### src/rtl/run_control_harness.sv
// Run controller for the single-cycle core: streams a program into instruction
// memory, releases the core, then stops on a PC self-loop or a cycle budget.
module run_control_harness #(
   parameter int XLEN        = 32,
   parameter int IMEM_DEPTH  = 64,
   parameter int MAX_CYCLES  = 1024,
   parameter int HALT_REPEAT = 2,
   localparam int AW = $clog2(IMEM_DEPTH),
   localparam int CW = $clog2(MAX_CYCLES + 1)
) (
   input  logic            clk,
   input  logic            rst,
   input  logic            load_valid,
   output logic            load_ready,
   input  logic [XLEN-1:0] load_data,
   input  logic            load_last,
   output logic            imem_we,
   output logic [AW-1:0]   imem_waddr,
   output logic [XLEN-1:0] imem_wdata,
   output logic            core_rst,
   input  logic [XLEN-1:0] core_pc,
   output logic            done,
   output logic            halted,
   output logic            timeout,
   output logic            load_overflow,
   output logic [CW-1:0]   cycle_count,
   output logic [XLEN-1:0] halt_pc
);

   localparam int SW = $clog2(HALT_REPEAT + 1);
   localparam logic [AW-1:0] LAST_ADDR = AW'(IMEM_DEPTH - 1);
   localparam logic [CW-1:0] MAX_C     = CW'(MAX_CYCLES);
   localparam logic [SW-1:0] HR        = SW'(HALT_REPEAT);

   typedef enum logic [1:0] {
      ST_LOAD = 2'd0,
      ST_RUN  = 2'd1,
      ST_DONE = 2'd2
   } state_t;

   state_t state_q, state_d;

   logic [AW-1:0]   addr_q, addr_d;
   logic [XLEN-1:0] pc_q, pc_d;
   logic            pc_valid_q, pc_valid_d;
   logic [SW-1:0]   same_cnt_q, same_cnt_d;
   logic [CW-1:0]   cycle_count_q, cycle_count_d;
   logic            done_q, done_d;
   logic            halted_q, halted_d;
   logic            timeout_q, timeout_d;
   logic            overflow_q, overflow_d;
   logic [XLEN-1:0] halt_pc_q, halt_pc_d;

   logic accept_s;
   logic last_addr_s;
   logic pc_match_s;
   logic halt_hit_s;
   logic timeout_hit_s;

   assign accept_s      = load_valid && (state_q == ST_LOAD);
   assign last_addr_s   = (addr_q == LAST_ADDR);
   assign pc_match_s    = pc_valid_q && (core_pc == pc_q);
   assign halt_hit_s    = pc_match_s && ((same_cnt_q + SW'(1)) == HR);
   assign timeout_hit_s = (cycle_count_q == (MAX_C - CW'(1)));

   // State register
   always_ff @(posedge clk) begin
      if (!rst) begin
         state_q <= ST_LOAD;
      end else begin
         state_q <= state_d;
      end
   end

   // Next-state decode
   always_comb begin
      state_d = state_q;
      case (state_q)
         ST_LOAD: begin
            if (accept_s && (load_last || last_addr_s)) begin
               state_d = ST_RUN;
            end else begin
               state_d = ST_LOAD;
            end
         end
         ST_RUN: begin
            if (halt_hit_s || timeout_hit_s) begin
               state_d = ST_DONE;
            end else begin
               state_d = ST_RUN;
            end
         end
         ST_DONE: state_d = ST_DONE;
         default: state_d = ST_LOAD;
      endcase
   end

   // State-decoded outputs toward loader, memory and core
   always_comb begin
      load_ready = 1'b0;
      core_rst   = 1'b0;
      imem_waddr = addr_q;
      imem_wdata = load_data;
      case (state_q)
         ST_LOAD: load_ready = 1'b1;
         ST_RUN:  core_rst   = 1'b1;
         ST_DONE: core_rst   = 1'b0;
         default: load_ready = 1'b0;
      endcase
      imem_we = load_valid && load_ready;
   end

   // Datapath next-state: load address, PC tracking, counters and status
   always_comb begin
      addr_d        = addr_q;
      pc_d          = pc_q;
      pc_valid_d    = pc_valid_q;
      same_cnt_d    = same_cnt_q;
      cycle_count_d = cycle_count_q;
      done_d        = done_q;
      halted_d      = halted_q;
      timeout_d     = timeout_q;
      overflow_d    = overflow_q;
      halt_pc_d     = halt_pc_q;
      case (state_q)
         ST_LOAD: begin
            if (accept_s) begin
               // Address saturates at the top word so it never wraps to 0
               if (!last_addr_s) begin
                  addr_d = addr_q + AW'(1);
               end else begin
                  overflow_d = !load_last;
               end
            end else begin
               addr_d = addr_q;
            end
         end
         ST_RUN: begin
            if (cycle_count_q != MAX_C) begin
               cycle_count_d = cycle_count_q + CW'(1);
            end else begin
               cycle_count_d = cycle_count_q;
            end
            pc_d       = core_pc;
            pc_valid_d = 1'b1;
            if (pc_match_s) begin
               same_cnt_d = same_cnt_q + SW'(1);
            end else begin
               same_cnt_d = '0;
            end
            // Halt wins over a timeout landing on the same edge
            if (halt_hit_s) begin
               done_d    = 1'b1;
               halted_d  = 1'b1;
               halt_pc_d = core_pc;
            end else if (timeout_hit_s) begin
               done_d    = 1'b1;
               timeout_d = 1'b1;
            end else begin
               done_d    = 1'b0;
            end
         end
         ST_DONE: done_d = 1'b1;
         default: done_d = done_q;
      endcase
   end

   // Datapath registers
   always_ff @(posedge clk) begin
      if (!rst) begin
         addr_q        <= '0;
         pc_q          <= '0;
         pc_valid_q    <= 1'b0;
         same_cnt_q    <= '0;
         cycle_count_q <= '0;
         done_q        <= 1'b0;
         halted_q      <= 1'b0;
         timeout_q     <= 1'b0;
         overflow_q    <= 1'b0;
         halt_pc_q     <= '0;
      end else begin
         addr_q        <= addr_d;
         pc_q          <= pc_d;
         pc_valid_q    <= pc_valid_d;
         same_cnt_q    <= same_cnt_d;
         cycle_count_q <= cycle_count_d;
         done_q        <= done_d;
         halted_q      <= halted_d;
         timeout_q     <= timeout_d;
         overflow_q    <= overflow_d;
         halt_pc_q     <= halt_pc_d;
      end
   end

   assign done          = done_q;
   assign halted        = halted_q;
   assign timeout       = timeout_q;
   assign load_overflow = overflow_q;
   assign cycle_count   = cycle_count_q;
   assign halt_pc       = halt_pc_q;

endmodule

### config.mk
export PLATFORM = sky130hd
export DESIGN_NAME = run_control_harness
export DESIGN_NICKNAME = d
export VERILOG_FILES = /design/src/rtl/run_control_harness.sv
export SDC_FILE = /design/constraint.sdc
export NUM_CORES = 1
export LEC_CHECK = 0
export ABC_AREA = 1
export BUFFER_PORTS_ARGS = -buffer_cell sky130_fd_sc_hd__buf_2
export CAP_MARGIN = 20
export CORE_ASPECT_RATIO = 2
export CORE_MARGIN = 4
export CORE_UTILIZATION = 31
export CTS_BUF_LIST = sky130_fd_sc_hd__clkbuf_4
export DETAILED_ROUTE_END_ITERATION = 12
export GPL_ROUTABILITY_DRIVEN = 0
export PLACE_DENSITY_LB_ADDON = 0.12
export SYNTH_ARGS = -nofsm -noshare
export SYNTH_HDL_FRONTEND = slang
export SYNTH_SLANG_ARGS = --single-unit
export TNS_END_PERCENT = 100
### constraint.sdc
create_clock -name clk -period 1.7 [get_ports clk]
set_input_delay 0.34 -clock clk [delete_from_list [all_inputs] [get_ports clk]]
set_output_delay 0.34 -clock clk [all_outputs]
set_load 0.02 [all_outputs]
Word-level counts from Yosys, hierarchy flattened
Index checks and enable logic that the tools add are counted.
{"block": "op_classes", "shifts": 0, "magnitude_cmp": 0, "n_reduce_logical": 15, "eq_ne": 7, "n_div": 0, "n_addsub": 3, "muxes": 9, "bitwise_logic": 2, "n_mul": 0}
{"cell": "32-bit == test", "count": 1}
{"cell": "11-bit by 1-bit adder with 11-bit output, second input constant", "count": 1}
{"cell": "11-bit by 10-bit == test with 1-bit output, second input constant", "count": 1}
{"cell": "11-bit inequality test, second input constant", "count": 1}
{"cell": "3-bit AND reduction", "count": 3}
{"cell": "6-bit by 1-bit adder with 6-bit output, second input constant", "count": 1}
{"cell": "6-bit == test, second input constant", "count": 1}
{"cell": "2-bit one-hot mux with 3 select lines", "count": 1}
{"cell": "1-bit logical AND", "count": 5}
{"cell": "1-bit 2-to-1 mux", "count": 5}
{"cell": "2-bit == test, second input constant", "count": 2}
{"cell": "2-bit 2-to-1 mux", "count": 2}
{"cell": "2-bit AND reduction", "count": 2}
{"cell": "2-bit by 1-bit adder with 2-bit output, second input constant", "count": 1}
{"cell": "2-bit by 1-bit == test with 1-bit output, second input constant", "count": 1}
{"cell": "2-bit logical NOT", "count": 1}
{"cell": "1-bit logical OR", "count": 2}
{"cell": "1-bit inverter", "count": 2}
{"cell": "1-bit one-hot mux with 2 select lines", "count": 1}
{"cell": "2-bit nonzero test", "count": 1}
{"cell": "1-bit logical NOT", "count": 1}
{"block": "word_totals", "reg_bits": 90, "romBits": 0, "inputBits": 68, "out_inout_bits": 88, "mem_count": 0, "latch_bits": 0, "ramBits": 0}

Depth between registers and ports, before layout
{"block": "depth", "word_depth": 6, "depth_mapped": 13}

Worst setup path before layout
Ideal clock, no wire load.
{"block": "synth_path", "path_kind": "flip-flop to flip-flop", "from": "register state_q[1]", "to": "register halt_pc_q[26] (netlist: halt_pc[26])", "setup_slack_ns": 0.009, "stages_incl_launch_ff": 8, "setup_time_ns": 0.110, "arrival_ns": 1.581, "period_less_slack_ns": 1.691, "n_path_buf": 2, "path_cell_list": "dfxtp_1 inv_1 ha_1 clkbuf_1 clkbuf_1 nand4_1 nand2_1 nor2_1"}
{"block": "synth_between", "elab_chain_cells": 2}
{"element": "from (decl)", "line": "41", "source": "state_t state_q, state_d;"}
{"element": "from (signal assigned)", "line": "71", "source": "state_q <= state_d;"}
{"element": "2-bit by 1-bit == test with 1-bit output", "line": "125", "source": "case (state_q)"}
{"element": "2-bit AND reduction (no source line)"}
{"element": "to (signal assigned)", "line": "191", "source": "halt_pc_q <= halt_pc_d;"}
{"element": "to (decl)", "line": "52", "source": "logic [XLEN-1:0] halt_pc_q, halt_pc_d;"}
No other way between the ends.
A chain may end at the register's enable or synchronous reset.

Worst setup path after layout
{"block": "layout_path", "from": "register pc_q[8]", "to": "register halt_pc_q[1] (netlist: halt_pc[1])"}
{"block": "layout_between", "elab_chain_cells": 4}
{"element": "from (decl)", "line": "44", "source": "logic [XLEN-1:0] pc_q, pc_d;"}
{"element": "from (signal assigned)", "line": "183", "source": "pc_q <= pc_d;"}
{"element": "32-bit == test", "line": "62", "source": "assign pc_match_s = pc_valid_q && (core_pc == pc_q);"}
{"element": "1-bit logical AND", "line": "62"}
{"element": "1-bit logical AND", "line": "63", "source": "assign halt_hit_s = pc_match_s && ((same_cnt_q + SW'(1)) == HR);"}
{"element": "2-bit AND reduction (no source line)"}
No other way between the ends.

==> run summary <==
Pin count of the biggest net entering global routing: 69
Clk pin slew, worst setup/hold paths: 0.15 ns
Worst setup margin: -0.0717 ns
H-Tree Depth: 3
Sink Count: 90
Yosys warns: 0
Ys flop type: dfxtp_1
Reg2reg start: pc_q[8]$_SDFFE_PN0P_
Class of the worst hold path: primary input to flip-flop
Sw Share: 0.290
Final ANT Viol Nets: 0
Detailed Place HPWL: 11000 um
Area after DPL: 5720 sq um
Fin crit share: 1.04
Fraction of registers with async set/reset: 0
Antenna violations before repair: 2
CP arrival: 2.13 ns
Final Cell Area: 6490 sq um
TritonRoute pass-1 iters: 4
Rows: 64
CP required: 2.05 ns
Number of global-route vias before repair: 4884
Unrepaired setup endpoints after global routing: yes
Clk_lat worst skew: 0.45 ns
Final core occ: 0.420
Fin crit period: 1.77 ns
Slew headroom: 0.691
Die Wd: 97.1 um
CTS Hold Bufs: 0
Power per standard cell area: 686 nW/um^2
Outcome: finished with violations
Internal power: 3.16 mW
Number of synthesized register bits: 90
Flop pwr share: 0.504
Total nets after synthesis: 836
Residual DRC: 0
CTS tree: done
# setup viols final: 30
Clock power frac: 0.315
DR WL/cell: 14.0 um
Final hold violations: 0
Area of the multi-input gates: 2390 sq um
Core ar.: 15500 sq um
Syn avg cell area: 6.47 sq um
Critical setup path kind: flip-flop to flip-flop
Fmax: 0.564 GHz
PortBufs: 91
Cells after Synth: 760
Nets@finish: 959
Die area: 18100 sq um
Worst-Margin Slew: 0.459 ns
Crit-path max cell delay: 0.37 ns
# fillers: 1658
Post-Synthesis Cell Area: 4920 sq um
WHS: 0.0867 ns
CTS Buf Count: 9
Area growth, synth to finish: 31.9%
Overall Power: 4.45 mW
Share of layout cells above drive strength 1: 0.330
Longest Clk Path Bufs: 2
WP buf/inv: 4
Maximum fanout along the worst path: 9
LEAKAGE: 3.17 nW
Vias: 4935
Crit-path cells: inv_2, nand2_2, buf_4, nand2_1, nor2_1, nand2_1, nor2_1, nand3_1, nor2_4, buf_12, clkbuf_16, nand4_1, nand2_1, nor2_1
Final setup skew: 0.0208 ns
Power share of the combinational group: 0.181
Critical path's slowest cell: dfxtp_2
Gr ovfl total: 0
Root Driver: clkbuf_4
Hold_sp: load_last
Synth unique cells: 32
Crit. Startpoint: pc_q[8]$_SDFFE_PN0P_
Violated checks: setup timing
All-Layer GR Usage: 0.166
First-pass GRT wire length: 23800 um
FF/Latch Area: 1830 sq um
Final Max Tran Viols: 0
P_sw: 1.29 mW
Detailed Route Iter0 Violations: 189
Post-synthesis sequential area ratio: 0.366
Delay-heaviest family, CP: simple AND/OR/NAND/NOR gates
Initial Util: 0.318
Maximum vdd drop: 0.000412 V
Routed WL: 15300 um
I/O Pins: 156
Number of flops mapped to enable cells by yosys: 0
Final std cells w/o fill: 1087
Via/cell ratio: 4.54
Crit end category: flip-flop
Placed Cells incl. Taps: 1042
Critical Path Start Type: flip-flop
Die height: 186 um
Max-cap violation count: 0
## synthesized netlist by cell type, types with 6 or more instances
master | count | area share
a21oi_1 | 45 | 0.046
clkbuf_1 | 18 | 0.014
ha_1 | 8 | 0.020
inv_1 | 148 | 0.11
nor3_1 | 7 | 0.0071
buf_1 | 6 | 0.0046
nand2_2 | 8 | 0.010
nand2_1 | 168 | 0.13
dfxtp_1 | 90 | 0.37
nand4_1 | 40 | 0.051
a211oi_1 | 7 | 0.011
buf_4 | 32 | 0.049
nand3_1 | 15 | 0.015
o21ai_0 | 47 | 0.048
nor2_1 | 91 | 0.069
## worst paths after layout
path | to | slack (ns) | depth (start not counted)
setup / recovery | halt_pc[1]$_SDFFE_PN0P_ | -0.07 | 14
hold reg to reg | halted$_SDFFE_PN0P_ | 0.47 | 2
setup reg to reg | halt_pc[1]$_SDFFE_PN0P_ | -0.07 | 14
hold / removal | load_overflow$_SDFFE_PN0P_ | 0.09 | 2
## power groups by stage
stage	combinational, mW	clock, mW	sequential, mW
after CTS	0.786	1.47	2.24
final	0.807	1.40	2.24
after floorplan	0.487	0	2.28
after global routing	0.899	1.55	2.25
after global placement	0.688	0	2.27
after detailed placement	0.697	0	2.27
## metrics by stage
step / TNS, ns / setup WS (ns)
final: -1.54 / -0.0717
after global routing: -5.01 / -0.187
after CTS: -0.217 / -0.0318
after detailed placement: -9.01 / -0.273
after global placement: -7.42 / -0.230
after floorplan: 0 / 0.00908
## registers in the layout, summed over array words and instances (netlist names)
name	cells
state_q	2
pc_valid_q	1
same_cnt_q	2
cycle_count	11
halted	1
imem_waddr	6
halt_pc	32
load_overflow	1
timeout	1
done	1
pc_q	32
## cell usage in the layout, fill, tap and decap left out, types with 3 or more instances in the layout
master,count
nand4_1,40
xor2_1,3
o21bai_1,3
nor3_2,3
dfxtp_1,65
buf_2,90
nor2_2,5
buf_6,9
nand2_4,4
nor2_1,83
ha_1,5
nand2_1,138
nor2_4,4
inv_1,133
nor3_1,4
buf_12,6
dfxtp_2,25
inv_4,3
nand3_1,14
nand2_2,34
inv_2,14
buf_4,64
a211oi_1,7
xnor2_2,3
o21ai_0,44
a21oi_1,45
clkbuf_4,11
## routing by layer
metal | up-vias | GRT usage | wire length, um
met5 | - | 0 | 13
met4 | 2 | 0.0883 | 663
met3 | 30 | 0.0295 | 619
met2 | 121 | 0.328 | 8480
met1 | 2213 | 0.161 | 5480
li1 | 2569 | - | -
## final cells by class
type,count,share of cell area
multi-input cells,457,0.369
clock inverters,5,0.0120
diodes,1,0.000386
clock buffers,11,0.0127
flip-flops and latches,90,0.283
inverters,151,0.0887
repair buffers,174,0.197
well taps,198,0.0382
## cells by family (layout without fill, tap and decap cells)
| family | after synthesis | count (layout) | synth area share |
|---|---|---|---|
| AND/OR/NAND/NOR | 339 | 339 | 0.298 |
| buffers and inverters | 213 | 341 | 0.192 |
| AO/OA/AOI/OAI | 104 | 104 | 0.112 |
| flip-flops | 90 | 90 | 0.366 |
| adder cells (fa/ha/maj) | 8 | 8 | 0.0204 |
| XOR/XNOR | 6 | 6 | 0.0107 |
| other | 0 | 1 | 0 |
## timing repair
item,4_1_cts,5_1_grt
buffers inserted,20,6
endpoints found under the setup margin,45,46
pin swaps,9,21
resized for setup,79,42
gates cloned,2,3
No activity file was read; power rests on OpenSTA's default activity.
